## src/rtl/ps2_pkg.sv

```systemverilog
// ps2_pkg: shared PS/2 Set-2 prefix constants, event record and key classification.
package ps2_pkg;
  localparam logic [7:0] PS2_EXT   = 8'hE0;
  localparam logic [7:0] PS2_BRK   = 8'hF0;
  localparam logic [7:0] PS2_PAUSE = 8'hE1;
  localparam logic [7:0] PS2_ENTER = 8'h5A;

  typedef enum logic [1:0] {IDLE, GOT_E0, GOT_F0, GOT_E0F0} prefix_state_e;

  typedef struct packed {
    logic [7:0] code;
    logic       brk;
    logic       ext;
    logic       is_digit;
    logic [3:0] digit;
    logic       is_enter;
  } ps2_event_t;

  // Main-row and keypad digits share one table; an E0 prefix disqualifies both.
  function automatic ps2_event_t classify(input logic [7:0] code, input logic brk, input logic ext);
    ps2_event_t ev;
    logic [4:0] hit_digit;
    case (code)
      8'h45, 8'h70: hit_digit = {1'b1, 4'd0};
      8'h16, 8'h69: hit_digit = {1'b1, 4'd1};
      8'h1E, 8'h72: hit_digit = {1'b1, 4'd2};
      8'h26, 8'h7A: hit_digit = {1'b1, 4'd3};
      8'h25, 8'h6B: hit_digit = {1'b1, 4'd4};
      8'h2E, 8'h73: hit_digit = {1'b1, 4'd5};
      8'h36, 8'h74: hit_digit = {1'b1, 4'd6};
      8'h3D, 8'h6C: hit_digit = {1'b1, 4'd7};
      8'h3E, 8'h75: hit_digit = {1'b1, 4'd8};
      8'h46, 8'h7D: hit_digit = {1'b1, 4'd9};
      default:      hit_digit = 5'd0;
    endcase
    ev.code     = code;
    ev.brk      = brk;
    ev.ext      = ext;
    ev.is_digit = hit_digit[4] & ~ext;
    ev.digit    = ev.is_digit ? hit_digit[3:0] : 4'd0;
    ev.is_enter = code == PS2_ENTER;
    return ev;
  endfunction
endpackage

```

## src/rtl/ps2_scancode_decoder_if.sv

```systemverilog
// ps2_scancode_decoder_if: receiver-byte input and key-event output bundle of the decoder.
interface ps2_scancode_decoder_if #(parameter int DEPTH = 4);
  logic [7:0]             rx_byte;
  logic                   rx_valid;
  logic                   rx_error;
  logic                   ev_valid;
  logic                   ev_ready;
  logic [7:0]             ev_code;
  logic                   ev_break;
  logic                   ev_extended;
  logic                   ev_is_digit;
  logic [3:0]             ev_digit;
  logic                   ev_is_enter;
  logic [$clog2(DEPTH):0] fifo_count;
  logic                   overflow_sticky;
  logic                   clear_overflow;

  modport master (
    output rx_byte, rx_valid, rx_error, ev_ready, clear_overflow,
    input  ev_valid, ev_code, ev_break, ev_extended, ev_is_digit, ev_digit, ev_is_enter,
           fifo_count, overflow_sticky
  );

  modport slave (
    input  rx_byte, rx_valid, rx_error, ev_ready, clear_overflow,
    output ev_valid, ev_code, ev_break, ev_extended, ev_is_digit, ev_digit, ev_is_enter,
           fifo_count, overflow_sticky
  );
endinterface

```

## src/rtl/ps2_event_fifo.sv

```systemverilog
// ps2_event_fifo: power-of-two FIFO of classified key events with exact occupancy count.
module ps2_event_fifo
  import ps2_pkg::*;
#(
  parameter int DEPTH = 4
) (
  input  logic                   clock,
  input  logic                   reset_neg,
  input  logic                   push_i,
  input  logic                   pop_i,
  input  ps2_event_t             data_i,
  output ps2_event_t             data_o,
  output logic [$clog2(DEPTH):0] count_o,
  output logic                   full_o,
  output logic                   empty_o
);
  localparam int AW = $clog2(DEPTH);

  ps2_event_t    mem_q [DEPTH];
  logic [AW-1:0] wr_q, wr_d, rd_q, rd_d;
  logic [AW:0]   count_q, count_d;
  logic          do_push, do_pop;

  assign empty_o = count_q == '0;
  assign full_o  = count_q == (AW+1)'(DEPTH);
  assign do_pop  = pop_i & ~empty_o;
  // A full FIFO still accepts a push when the head leaves in the same cycle.
  assign do_push = push_i & (~full_o | do_pop);
  assign data_o  = empty_o ? '0 : mem_q[rd_q];
  assign count_o = count_q;

  always_comb begin
    wr_d    = do_push ? wr_q + AW'(1) : wr_q;
    rd_d    = do_pop ? rd_q + AW'(1) : rd_q;
    count_d = count_q + (AW+1)'(do_push) - (AW+1)'(do_pop);
  end

  always_ff @(posedge clock or negedge reset_neg) begin
    if (!reset_neg) begin
      wr_q    <= '0;
      rd_q    <= '0;
      count_q <= '0;
    end else begin
      wr_q    <= wr_d;
      rd_q    <= rd_d;
      count_q <= count_d;
    end
  end

  always_ff @(posedge clock) begin
    if (do_push) mem_q[wr_q] <= data_i;
  end
endmodule

```

## src/rtl/ps2_scancode_decoder.sv

```systemverilog
// ps2_scancode_decoder: folds E0/F0 prefixes of Set-2 scan codes into classified key events
// and queues them behind a valid/ready handshake.
module ps2_scancode_decoder
  import ps2_pkg::*;
#(
  parameter int DEPTH          = 4,
  parameter int TIMEOUT_CYCLES = 50000
) (
  input logic                  clock,
  input logic                  reset_neg,
  ps2_scancode_decoder_if.slave bus
);
  localparam int CW = $clog2(TIMEOUT_CYCLES + 1);

  prefix_state_e          state_q, state_d;
  logic [CW-1:0]          cnt_q, cnt_d;
  logic                   ovf_q, ovf_d;
  logic                   is_e0, is_f0, is_e1;
  logic                   push, pop, full, empty;
  logic [$clog2(DEPTH):0] count;
  ps2_event_t             push_ev, head_ev;

  assign is_e0 = bus.rx_byte == PS2_EXT;
  assign is_f0 = bus.rx_byte == PS2_BRK;
  assign is_e1 = bus.rx_byte == PS2_PAUSE;
  // Any non-prefix byte completes an event from every state; E1 is never reported.
  assign push  = bus.rx_valid & ~bus.rx_error & ~is_e0 & ~is_f0 & ~is_e1;
  assign push_ev = classify(bus.rx_byte,
                            state_q == GOT_F0 || state_q == GOT_E0F0,
                            state_q == GOT_E0 || state_q == GOT_E0F0);
  assign pop   = bus.ev_ready & ~empty;

  always_comb begin
    state_d = state_q;
    cnt_d   = state_q == IDLE ? '0 : cnt_q + CW'(1);
    ovf_d   = (push & full & ~pop) ? 1'b1 : bus.clear_overflow ? 1'b0 : ovf_q;
    if (bus.rx_error) begin
      state_d = IDLE;
      cnt_d   = '0;
    end else if (bus.rx_valid) begin
      cnt_d = '0;
      case (state_q)
        IDLE:    state_d = is_e0 ? GOT_E0 : is_f0 ? GOT_F0 : IDLE;
        GOT_E0:  state_d = is_f0 ? GOT_E0F0 : is_e0 ? GOT_E0 : IDLE;
        GOT_F0:  state_d = is_e0 ? GOT_E0F0 : is_f0 ? GOT_F0 : IDLE;
        default: state_d = IDLE;
      endcase
    end else if (state_q != IDLE && cnt_q == CW'(TIMEOUT_CYCLES - 1)) begin
      state_d = IDLE;
      cnt_d   = '0;
    end
  end

  always_ff @(posedge clock or negedge reset_neg) begin
    if (!reset_neg) begin
      state_q <= IDLE;
      cnt_q   <= '0;
      ovf_q   <= 1'b0;
    end else begin
      state_q <= state_d;
      cnt_q   <= cnt_d;
      ovf_q   <= ovf_d;
    end
  end

  ps2_event_fifo #(.DEPTH(DEPTH)) u_fifo (
    .clock    (clock),
    .reset_neg(reset_neg),
    .push_i   (push),
    .pop_i    (pop),
    .data_i   (push_ev),
    .data_o   (head_ev),
    .count_o  (count),
    .full_o   (full),
    .empty_o  (empty)
  );

  assign bus.ev_valid        = ~empty;
  assign bus.ev_code         = head_ev.code;
  assign bus.ev_break        = head_ev.brk;
  assign bus.ev_extended     = head_ev.ext;
  assign bus.ev_is_digit     = head_ev.is_digit;
  assign bus.ev_digit        = head_ev.digit;
  assign bus.ev_is_enter     = head_ev.is_enter;
  assign bus.fifo_count      = count;
  assign bus.overflow_sticky = ovf_q;
endmodule

```

## src/flat_wrapper.sv

```systemverilog
// flat-port wrapper written by rule: the top's interface ports become plain ports
module ps2_scancode_decoder_flat import ps2_pkg::*;
#(
  parameter int DEPTH          = 4,
  parameter int TIMEOUT_CYCLES = 50000
)
  (clock, reset_neg, bus_rx_byte, bus_rx_valid, bus_rx_error, bus_ev_ready, bus_clear_overflow, bus_ev_valid, bus_ev_code, bus_ev_break, bus_ev_extended, bus_ev_is_digit, bus_ev_digit, bus_ev_is_enter, bus_fifo_count, bus_overflow_sticky);
  ps2_scancode_decoder_if #(.DEPTH(DEPTH)) bus_i ();
  input logic clock;
  input logic reset_neg;
  input wire logic [$bits(bus_i.rx_byte)-1:0] bus_rx_byte;
  input wire logic [$bits(bus_i.rx_valid)-1:0] bus_rx_valid;
  input wire logic [$bits(bus_i.rx_error)-1:0] bus_rx_error;
  input wire logic [$bits(bus_i.ev_ready)-1:0] bus_ev_ready;
  input wire logic [$bits(bus_i.clear_overflow)-1:0] bus_clear_overflow;
  output wire logic [$bits(bus_i.ev_valid)-1:0] bus_ev_valid;
  output wire logic [$bits(bus_i.ev_code)-1:0] bus_ev_code;
  output wire logic [$bits(bus_i.ev_break)-1:0] bus_ev_break;
  output wire logic [$bits(bus_i.ev_extended)-1:0] bus_ev_extended;
  output wire logic [$bits(bus_i.ev_is_digit)-1:0] bus_ev_is_digit;
  output wire logic [$bits(bus_i.ev_digit)-1:0] bus_ev_digit;
  output wire logic [$bits(bus_i.ev_is_enter)-1:0] bus_ev_is_enter;
  output wire logic [$bits(bus_i.fifo_count)-1:0] bus_fifo_count;
  output wire logic [$bits(bus_i.overflow_sticky)-1:0] bus_overflow_sticky;
  assign bus_i.rx_byte = bus_rx_byte;
  assign bus_i.rx_valid = bus_rx_valid;
  assign bus_i.rx_error = bus_rx_error;
  assign bus_i.ev_ready = bus_ev_ready;
  assign bus_i.clear_overflow = bus_clear_overflow;
  assign bus_ev_valid = bus_i.ev_valid;
  assign bus_ev_code = bus_i.ev_code;
  assign bus_ev_break = bus_i.ev_break;
  assign bus_ev_extended = bus_i.ev_extended;
  assign bus_ev_is_digit = bus_i.ev_is_digit;
  assign bus_ev_digit = bus_i.ev_digit;
  assign bus_ev_is_enter = bus_i.ev_is_enter;
  assign bus_fifo_count = bus_i.fifo_count;
  assign bus_overflow_sticky = bus_i.overflow_sticky;
  ps2_scancode_decoder #(.DEPTH(DEPTH), .TIMEOUT_CYCLES(TIMEOUT_CYCLES)) u_core (.clock(clock), .reset_neg(reset_neg), .bus(bus_i));
endmodule
```

## config.mk

```make
export PLATFORM = sky130hd
export DESIGN_NAME = ps2_scancode_decoder_flat
export DESIGN_NICKNAME = d
export VERILOG_FILES = /design/src/rtl/ps2_pkg.sv /design/src/rtl/ps2_scancode_decoder_if.sv /design/src/rtl/ps2_event_fifo.sv /design/src/rtl/ps2_scancode_decoder.sv /design/src/flat_wrapper.sv
export SDC_FILE = /design/constraint.sdc
export NUM_CORES = 1
export LEC_CHECK = 0
export CORE_UTILIZATION = 60
export DETAILED_ROUTE_END_ITERATION = 6
export PLACE_DENSITY_LB_ADDON = 0.3
export RECOVER_POWER = 25
export SLEW_MARGIN = 20
export SYNTH_ARGS = -nofsm -noshare
export SYNTH_HDL_FRONTEND = slang
export SYNTH_SLANG_ARGS = --single-unit
```

## constraint.sdc

```tcl
create_clock -name clock -period 4.4 [get_ports clock]
set_input_delay 0.44 -clock clock [delete_from_list [all_inputs] [get_ports clock]]
set_output_delay 0.44 -clock clock [all_outputs]
set_load 0.01 [all_outputs]
```

==> results of run 1 <==
==> sequential cells by signal (all words and copies together) (netlist names) <==
name,count
u_core.state_q,2
u_core.u_fifo.wr_q,2
u_core.u_fifo.mem_q,64
u_core.bus.overflow_sticky,1
u_core.cnt_q,16
u_core.u_fifo.count_o,3
u_core.u_fifo.rd_q,2
==> how the worst min path moves through the flow <==
stage | startpoint | to | slack (ns) | cells past startpoint
6_report | u_core.cnt_q[0] | u_core.cnt_q[0] | 0.48 | 1
5_1_grt | u_core.cnt_q[0] | u_core.cnt_q[0] | 0.50 | 1
2_1_floorplan | reset_neg | u_core.bus.overflow_sticky | 0.14 | 0
4_1_cts | reset_neg | u_core.u_fifo.rd_q[1] | 0.46 | 2
3_3_place_gp | u_core.cnt_q[0] | u_core.cnt_q[0] | 0.47 | 1
3_5_place_dp | u_core.cnt_q[0] | u_core.cnt_q[0] | 0.47 | 1
==> cell usage in the layout (no fill, tap or decap), types with 7 or more instances in the layout <==
cell,Yosys,final
and2_1,21,21
clkbuf_8,0,9
clkdlybuf4s50_1,0,29
dfrtp_1,26,26
edfxtp_1,64,64
ha_1,7,7
inv_1,14,14
mux4_2,16,16
nand2_1,9,9
nand2b_1,7,7
nand3_1,11,11
nor2_1,25,25
xnor2_1,12,12
xor2_1,9,9
==> critical path, cell delays in order <==
cell,delay (ns)
dlygate4sd3_1,0.52
clkbuf_1,0.62
o21ai_0,0.20
a41o_1,0.30
nor2b_1,0.38
inv_1,0.09
ha_1,0.31
inv_1,0.06
ha_1,0.13
inv_1,0.05
fa_1,0.37
xnor2_1,0.17
xnor2_1,0.13
==> layout make-up <==
type | instances | area share, %
flip-flops and latches | 90 | 54.4
repair buffers | 39 | 7.76
clock buffers | 9 | 2.62
well taps | 80 | 2.12
multi-input cells | 180 | 30.7
inverters | 14 | 1.11
clock inverters | 7 | 1.30
==> power groups by stage <==
stage	clock, mW	sequential [mW]	combinational [mW]
2_1_floorplan	0	1.07	0.502
3_3_place_gp	0	1.13	0.788
3_5_place_dp	0	1.14	0.809
4_1_cts	0.534	1.12	0.815
5_1_grt	0.567	1.13	0.864
6_report	0.527	1.11	0.797
==> cells by family (layout without fill, tap and decap cells) <==
| family | Yosys count | count (layout) |
|---|---|---|
| simple gates | 112 | 112 |
| flops | 90 | 90 |
| buf+inv | 32 | 69 |
| compound gates | 22 | 22 |
| xor+xnor | 21 | 21 |
| mux | 17 | 17 |
| fa+ha+maj | 8 | 8 |
==> metal layers <==
layer  share of wire [%]  vias to the layer above
li1                    -                     1170
met1                  43                     1206
met2                  50                       64
met3                 4.0                       12
met4                 2.0                        0
met5                   0                        -
==> metrics.md, run 1 <==
| Metric | Value |
|---|---|
| Fraction of layout cells with a size suffix above 1 | between 10% and 20% |
| Most Crowded Layer GR | met2 |
| H-tree depth | 3 |
| Worst Max-Slew Pin Slew | 1.36 ns |
| Detail Placement HPWL | ~5 mm |
| Nets@finish | roughly 360 |
| Post-CTS setup buffers | 0 |
| Crit path from | bus_rx_byte[4] |
| Vias in the first global route | 2487 |
| Die X | ~86 um |
| Dpl cell area | 4550 sq um |
| Synth area leaders | edfxtp_1, dfrtp_1, mux4_2, and2_1, xnor2_1 |
| FF-to-FF path depth | 10 |
| Flop pwr share | 45.7% |
| Setup TNS | 0 ns |
| Syn_area_per_cell | around 14 sq um |
| GRT met1 Usage | about 30% |
| Fillcell total | between 400 and 500 |
| Clk slew on worst S/H paths | approximately 0.10 ns |
| Synthesis Warnings | 0 |
| Power density over the cells | between 500 and 600 nW/um^2 |
| IR drop worst, VDD | 0.286 mV |
| CTS root buf | clkbuf_8 |
| Length of the first detailed-routing pass in iterations | 4 |
| Compound-Gate Fraction of Synth Area | about 3.6% |
| Net Sw Frac | between 30% and 40% |
| R2R Setup Slk | 1.71 ns |
| Syn Inst Count | approximately 300 |
| Sequential fraction of the synthesis area | around three fifths |
| GR Util met3 | roughly 4.8% |
| Number of distinct library cells after synthesis | 49 |
| Top cell type's share of synthesized area | between 40% and 50% |
| Via density | roughly 5.9 |
| Largest area contributor in the netlist | edfxtp_1 |
| Ant. Diodes | 0 |
| Min Hold Slack | 0.484 ns |
| Max-slew violations | 0 |
| Final Non-Filler Cells | between 400 and 500 |
| P_int | roughly 1.7 mW |
| Worst path required time | 4.69 ns |
| Final core occ | roughly 70% |
| Drc violations | 0 |
| Worst r2r dst | u_core.u_fifo.count_o[2] |
| Worst flop-to-flop path startpoint | u_core.u_fifo.count_o[1] |
| Met2 Usage GRT | 39.1% |
| Pwr Total | around 2.4 mW |
| Fmax | around 290 MHz |
| Leak pwr | between 1.5 and 2 nW |
| Post-Synth XOR/XNOR Area | 4.39% |
| Crit path capture | u_core.u_fifo.count_o[2] |
| Clock buffer depth | 2 |
| Setup-failing EPs final | 0 |
| RD Place Congestion | 0.883 |
| Psw | between 0.7 and 0.8 mW |
| Vias | roughly 2500 |
| Worst-Skew Late Latency | ~0.36 ns |
| Die area | about 7300 sq um |
| Largest net degree at the start of global routing | 27 |
| Post-CTS Resized | 0 |
| Area grow syn2layout | 12.9% |
| # rows | 30 |
| Slew margin rel. | between 9 and 10% |
| Final worst path period need | 3.50 ns |
| Global-route wire length before repair | around 13 mm |
| Count leader, synth | edfxtp_1 |
| Maxcap violations | 0 |
| Logic pwr share | around 33% |
| Mux contribution to synthesized area | under 10% |
| Multi-input logic area | between 1000 and 1500 sq um |
| Die height | 85.5 um |
| Post-synthesis simple-gate area fraction | 15.2% |
| Net count after synthesis | around 320 |
| Clk sink count | 90 |
| Placement Setup Slack | 0.930 ns |
| Netlist Area Pre-Place | 4190 sq um |
| Max FO, Critical Path | 20 |
| Final WS setup | 0.905 ns |
| Drt wl/cell | between 15 and 20 um |
| GRT Util Overall | 23.3% |
| Main synth FF type | edfxtp_1 |
| Clock network fraction of design power | 21.6% |
| Synth top cells by count | edfxtp_1, dfrtp_1, nor2_1, and2_1, mux4_2 |
| Core Box Area | roughly 6800 sq um |
| CTS tree | done |
| Synthesis-stage register bit count | 90 |
| Remaining antenna violation count | 0 |
| CP Data Arrival Time | about 3.8 ns |
| Fin area | between 4000 and 5000 sq um |
| Worst setup EP type | register |
| Outcome | complete, no violations |
| IO Pins | 35 |
| Worst Clk Skew | around 0.012 ns |
| Unrepaired setup endpoints after global routing | no |
| Overflow after GRT | 0 |
| Initial DRC count | between 200 and 250 |
| Register Area | 2570 sq um |
| Num CTS Buffers | 9 |
| Fin crit share | between 70% and 80% |
| Final hold vios | 0 |
| Initial antenna violation count | 0 |
| Worst Setup Path Type | input pin to register |
| Post-synthesis adder-cell area fraction | between 2 and 3% |
| Ys async rst share | between 20% and 30% |
| Hold_buf cts | 0 |
| Element type at the critical path start | input pin |
| Post-synth EDFFs | 64 |
| I/O Buffers | 34 |
| Total Wirelength | around 7.6 mm |
| Placed cells | 403 |
| Hold Crit Class | register to register |
| Starting Density | 61.9% |
| Largest family of logic cells by synthesized area | simple AND/OR/NAND/NOR gates |
(Power assumes the default switching activity.)
==> run 2, diff against run 1 <==
Settings changed: CORE_UTILIZATION 60 to 52.
Clock period 4.4 ns to 2.9 ns, I/O delays scaled along.
==> run 2 against run 1 <==
  * Via count is 1.5% higher
  * Clock power is 58% higher
  * Worst hold slack lost 0.013 ns
  * Total power rose by 54%
  * Global-route usage is 2.9 points lower
  * Critical path depth fell by 3
  * Count of clock-buffer cells in the layout unchanged
  * Cell count increased by 7.6%
  * First-iteration DRC count shrank 26%
  * Setup slack got worse by 0.61 ns
  * Highest routed layer unchanged
==> metrics.md, run 2 (synthesis gave the netlist of run 1 again) <==
| Metric | Value |
|---|---|
| Fraction of layout cells with a size suffix above 1 | 13.5% (was 12.1%) |
| CTS tree | done (unchanged) |
| H-tree depth | 3 (unchanged) |
| Final worst path period need | roughly 2.6 ns |
| Worst Max-Slew Pin Slew | 1.40 ns (was 1.36 ns) |
| Min-delay src | u_core.cnt_q[0] (unchanged) |
| Num CTS Buffers | 9 (unchanged) |
| Remaining antenna violation count | 0 (unchanged) |
| Fillcell total | 606 (was 485) |
| Nets@finish | 366 (was 356) |
| Post-CTS Resized | 0 (unchanged) |
| Slowest stage delay, CP | 0.70 ns (was 0.62 ns) |
| Worst Clk Skew | 0.0114 ns (was 0.0118 ns) |
| Placement Setup Slack | 0.117 ns (was 0.930 ns) |
| Clk sink count | 90 (unchanged) |
| Biggest register | u_core.u_fifo.mem_q (unchanged) |
| Post-CTS setup buffers | 0 (unchanged) |
| Largest net degree at the start of global routing | 27 (unchanged) |
| Vias | 2488 (was 2452) |
| I/O Buffers | 34 (unchanged) |
| Global-route wire length before repair | 12.6 mm (was 12.5 mm) |
| Hold_buf cts | 0 (unchanged) |
| CP cell instances | or4b_2 > nor2b_1 > inv_1 > ha_1 > inv_1 > ha_1 > inv_1 > fa_1 > xnor2_1 > xnor2_1 (was dlygate4sd3_1 > clkbuf_1 > o21ai_0 > a41o_1 > nor2b_1 > inv_1 > ha_1 > inv_1 > ha_1 > inv_1 > fa_1 > xnor2_1 > xnor2_1) |
| Die height | 91.7 um (was 85.5 um) |
| Clk slew on worst S/H paths | 0.09 ns (was 0.10 ns) |
| Via density | 5.52 (was 5.85) |
| Hold Crit Class | register to register (unchanged) |
| Leak pwr | 1.70 nW (was 1.66 nW) |
| GRT Util Overall | 20.4% (was 23.3%) |
| Max FFs per register | 64 (unchanged) |
| Outcome | complete, no violations (unchanged) |
| Fmax | approximately 380 MHz |
| CP Data Arrival Time | 2.90 ns (was 3.79 ns) |
| Total Wirelength | 7.61 mm (was 7.62 mm) |
| IO Pins | 35 (unchanged) |
| Setup-failing EPs final | 0 (unchanged) |
| CTS root buf | clkbuf_8 (unchanged) |
| Unrepaired setup endpoints after global routing | no (unchanged) |
| Max-slew violations | 0 (unchanged) |
| Detail Placement HPWL | 5.12 mm (was 5.02 mm) |
| Max FO, Critical Path | 5 (was 20) |
| IR drop worst, VDD | 0.370 mV (was 0.286 mV) |
| Worst setup EP type | register (unchanged) |
| Final hold vios | 0 (unchanged) |
| Overflow after GRT | 0 (unchanged) |
| Power density over the cells | 778 nW/um^2 (was 516 nW/um^2) |
| Length of the first detailed-routing pass in iterations | 4 (unchanged) |
| Most frequent cells in the layout | edfxtp_1, clkdlybuf4s50_1, dfrtp_1, nor2_1, and2_1 (unchanged) |
| Crit path from | u_core.u_fifo.count_o[1] (was bus_rx_byte[4]) |
| RD Place Congestion | 0.867 (was 0.883) |
| Worst Setup Path Type | register to register (was input pin to register) |
| Commonest non-fill, non-tap cell in the layout | edfxtp_1 (unchanged) |
| Clock buffer depth | 2 (unchanged) |
| Drt wl/cell | 16.9 um (was 18.2 um) |
| Starting Density | 53.9% (was 61.9%) |
| Pwr Total | 3.75 mW (was 2.44 mW) |
| Worst path required time | 3.19 ns (was 4.69 ns) |
| Final WS setup | 0.290 ns (was 0.905 ns) |
| Area grow syn2layout | 15.2% (was 12.9%) |
| Ant. Diodes | 0 (unchanged) |
| Critical path's slowest cell | or4b_2 (was clkbuf_1) |
| Maxcap violations | 0 (unchanged) |
| Drc violations | 0 (unchanged) |
| Core Box Area | 7770 sq um (was 6760 sq um) |
| Slew margin rel. | 6.51% (was 9.64%) |
| Die area | 8410 sq um (was 7310 sq um) |
| Vias in the first global route | 2570 (was 2487) |
| Die X | 91.7 um (was 85.5 um) |
| Initial DRC count | 177 (was 239) |
| Worst flop-to-flop path startpoint | u_core.u_fifo.count_o[1] (unchanged) |
| Fin crit share | 90.0% |
| Initial antenna violation count | 0 (unchanged) |
| CP dominant cell by count | inv_1 (unchanged) |
| Setup TNS | 0 ns (unchanged) |
| # rows | 32 (was 30) |
| Worst-Skew Late Latency | 0.36 ns (about the same) |
| Element type at the critical path start | register (was input pin) |
-- run 2: worst paths after layout --
check	to	slack [ns]	cells past startpoint
worst max-delay path	u_core.u_fifo.count_o[2]	0.29	10
worst min-delay path	u_core.cnt_q[0]	0.47	1
worst max register to register	u_core.u_fifo.count_o[2]	0.29	10
worst min register to register	u_core.cnt_q[0]	0.47	1
max in group asynchronous	u_core.cnt_q[9]	1.30	2
min in group asynchronous	u_core.cnt_q[0]	0.77	2
-- run 2: metrics by stage --
step	util, %	hold slack (ns)	area [sq um]	cells
5_1_grt	62.1	0.487	4820	451
2_1_floorplan	-	-0.00559	4190	302
3_3_place_gp	59.9	0.463	4660	435
6_report	62.1	0.471	4820	451
3_5_place_dp	59.9	0.460	4660	435
4_1_cts	62.4	0.280	4850	451
-- run 2: area by class of cell --
cell class | instances | area, sq um | share of cell area, %
multi-input cells | 180 | 1450 | 30.1
well taps | 102 | 128 | 2.65
repair buffers | 49 | 427 | 8.85
inverters | 14 | 52.6 | 1.09
clock inverters | 7 | 67.6 | 1.40
flip-flops and latches | 90 | 2570 | 53.4
clock buffers | 9 | 124 | 2.57
-- run 2: layer usage --
| layer | vias to the layer above | routed length (um) | track usage, % |
|---|---|---|---|
| li1 | 1183 | - | - |
| met1 | 1240 | 3330 | 25.1 |
| met4 | 0 | 235 | 11.7 |
| met2 | 44 | 3810 | 33.7 |
| met3 | 21 | 237 | 3.98 |
| met5 | - | 0 | 0 |
-- run 2: report_power, final --
| part | internal [mW] | leakage (nW) | switching (mW) | total (mW) |
|---|---|---|---|---|
| Clock | 0.395 | 0.0931 | 0.437 | 0.832 |
| Combinational | 0.747 | 0.675 | 0.546 | 1.29 |
| Sequential | 1.54 | 0.929 | 0.0893 | 1.63 |
| Total | 2.68 | 1.70 | 1.07 | 3.75 |
-- run 2: worst max-delay path, delay by kind of cell (launching register included) --
family / cells / cell delay, ns
flops: 1 / 0.46
simple gates: 2 / 0.87
fa+ha+maj: 3 / 0.72
xor+xnor: 2 / 0.33
buf+inv: 3 / 0.16
==> run 3, diff against run 2 <==
Settings changed: CORE_MARGIN set to 10.
==> run 3 against run 2 <==
  * Clock power shrank 7.0%
  * Sequential power barely moved
  * Non-clock buffer count is 1 lower
  * Combinational power about the same
  * Total power down 1.5%
  * Fmax down 1.4%
  * Worst hold slack better by 0.0034 ns
  * Critical path type is now input pin to register
  * Count of clock-buffer cells in the layout increased by 1
  * Setup slack got worse by 0.037 ns
==> metrics.md, run 3 (synthesis gave the netlist of run 1 again) <==
| Metric | Value |
|---|---|
| Outcome | complete, no violations (unchanged) |
| FF-to-FF path depth | 10 (unchanged) |
| CTS tree | done (unchanged) |
| Die area | 12000 sq um (was 8410 sq um) |
| Remaining antenna violation count | 0 (unchanged) |
| Detail Placement HPWL | 5.52 mm (was 5.12 mm) |
| Setup-failing EPs final | 0 (unchanged) |
| Total Wirelength | 8.07 mm (was 7.61 mm) |
| Die height | 110 um (was 91.7 um) |
| Psw | 1.10 mW (was 1.07 mW) |
| Worst Max-Slew Pin Slew | 1.39 ns (was 1.40 ns) |
| Dpl cell area | 4650 sq um (was 4660 sq um) |
| Final core occ | 61.9% (was 62.1%) |
| Vias in the first global route | 2700 (was 2570) |
| Fmax | 378 MHz (was 383 MHz) |
| Element type at the critical path start | input pin (was register) |
| Flop pwr share | 44.0% (was 43.3%) |
| GRT Util Overall | 14.3% (was 20.4%) |
| Leak pwr | 1.69 nW (was 1.70 nW) |
| Num CTS Buffers | 9 (unchanged) |
| Fillcell total | 623 (was 606) |
| Initial antenna violation count | 0 (unchanged) |
| Setup TNS | 0 ns (unchanged) |
| Final hold vios | 0 (unchanged) |
| Most frequent cells in the layout | edfxtp_1, clkdlybuf4s50_1, dfrtp_1, nor2_1, and2_1 (unchanged) |
| Worst Setup Path Type | input pin to register (was register to register) |
| Slew margin rel. | 7.62% (was 6.51%) |
| Vias | 2549 (was 2488) |
| Power density over the cells | 769 nW/um^2 (was 778 nW/um^2) |
| Max FFs per register | 64 (unchanged) |
| IR drop worst, VDD | 0.254 mV (was 0.370 mV) |
| Area grow syn2layout | 14.8% (was 15.2%) |
| Clk slew on worst S/H paths | 0.09 ns (about the same) |
| Starting Density | 53.9% (unchanged) |
| CTS root buf | clkbuf_8 (unchanged) |
| Length of the first detailed-routing pass in iterations | 6 (was 4) |
| RD Place Congestion | 0.906 (was 0.867) |
| Fin crit share | 91.3% (was 90.0%) |
| Drc violations | 0 (unchanged) |
| Net Sw Frac | 29.8% (was 28.6%) |
| Hold Crit Class | register to register (unchanged) |
| Max-slew violations | 0 (unchanged) |
| Global-route wire length before repair | 13.2 mm (was 12.6 mm) |
| Hold_buf cts | 0 (unchanged) |
| Fraction of layout cells with a size suffix above 1 | 13.8% (was 13.5%) |
| Worst path required time | 3.03 ns (was 3.19 ns) |
| H-tree depth | 3 (unchanged) |
| CP Data Arrival Time | 2.78 ns (was 2.90 ns) |
| I/O Buffers | 34 (unchanged) |
| Initial DRC count | 175 (was 177) |
| Ant. Diodes | 0 (unchanged) |
| Core Box Area | 7770 sq um (unchanged) |
| Biggest register | u_core.u_fifo.mem_q (unchanged) |
| WHS Path Cells | 1 (unchanged) |
| Final worst path period need | 2.65 ns (was 2.61 ns) |
| Post-CTS Resized | 0 (unchanged) |
| Maxcap violations | 0 (unchanged) |
| Max FO, Critical Path | 14 (was 5) |
| Unrepaired setup endpoints after global routing | no (unchanged) |
| Drt wl/cell | 17.9 um (was 16.9 um) |
| Via density | 5.66 (was 5.52) |
| Worst-Skew Late Latency | 0.36 ns (about the same) |
| Post-CTS setup buffers | 0 (unchanged) |
| Clock network fraction of design power | 20.9% (was 22.2%) |
| Overflow after GRT | 0 (unchanged) |
| IO Pins | 35 (unchanged) |
| Commonest non-fill, non-tap cell in the layout | edfxtp_1 (unchanged) |
| Clock buffer depth | 2 (unchanged) |
| Nets@finish | 365 (was 366) |
| P_int | 2.60 mW (was 2.68 mW) |
| Worst Clk Skew | 0.00990 ns (was 0.0114 ns) |
| Largest net degree at the start of global routing | 27 (unchanged) |
| Die X | 110 um (was 91.7 um) |
| Clk sink count | 90 (unchanged) |
| # rows | 32 (unchanged) |
| Fin area | 4810 sq um (was 4820 sq um) |
| Logic pwr share | 35.1% (was 34.5%) |
| Worst setup EP type | register (unchanged) |
-- run 3: final cells by class --
class	count	area, sq um	share of cell area (%)
Multi-Input combinational cell	180	1450	30.2
Inverter	14	52.6	1.09
Clock inverter	6	48.8	1.02
Clock buffer	10	128	2.66
Timing Repair Buffer	48	427	8.88
Tap cell	102	128	2.66
Sequential cell	90	2570	53.5
-- run 3: critical path, cell delays in order --
cell	delay, ns
dlygate4sd3_1	0.55
clkbuf_1	0.45
nand2b_1	0.20
or4_1	0.54
o221ai_1	0.20
a211oi_1	0.14
a31oi_1	0.41
-- run 3: worst paths after layout --
path / from / to / slack [ns]
max: bus_rx_byte[6] / u_core.u_fifo.mem_q[3][5] / 0.25
min: u_core.cnt_q[0] / u_core.cnt_q[0] / 0.47
max reg2reg: u_core.u_fifo.count_o[1] / u_core.u_fifo.count_o[2] / 0.33
min reg2reg: u_core.cnt_q[0] / u_core.cnt_q[0] / 0.47
max in group asynchronous: reset_neg / u_core.state_q[1] / 1.32
min in group asynchronous: reset_neg / u_core.cnt_q[2] / 0.76
-- run 3: stage by stage --
stage	worst slack, ns	total power, mW	hold slack [ns]	std cells
final	0.253	3.69	0.474	450
after global routing	0.0896	3.90	0.491	450
after floorplan	0.324	2.38	-0.00559	302
after global placement	0.161	2.96	0.462	434
after CTS	0.301	3.76	0.287	450
after detailed placement	0.0465	2.99	0.465	434
-- run 3: power by group through the flow --
stage / clock network, mW / registers [mW] / logic (mW)
finish: 0.774 / 1.63 / 1.30
global route: 0.843 / 1.65 / 1.41
CTS: 0.793 / 1.63 / 1.34
detailed placement: 0 / 1.66 / 1.33
global placement: 0 / 1.65 / 1.31
floorplan: 0 / 1.62 / 0.762
-- run 3: per-layer routing --
metal	GRT usage, %	routed length [um]	up-vias
li1	-	-	1188
met4	7.16	214	0
met2	24.7	4250	93
met1	16.4	3130	1245
met3	3.28	474	23
met5	0	0	-
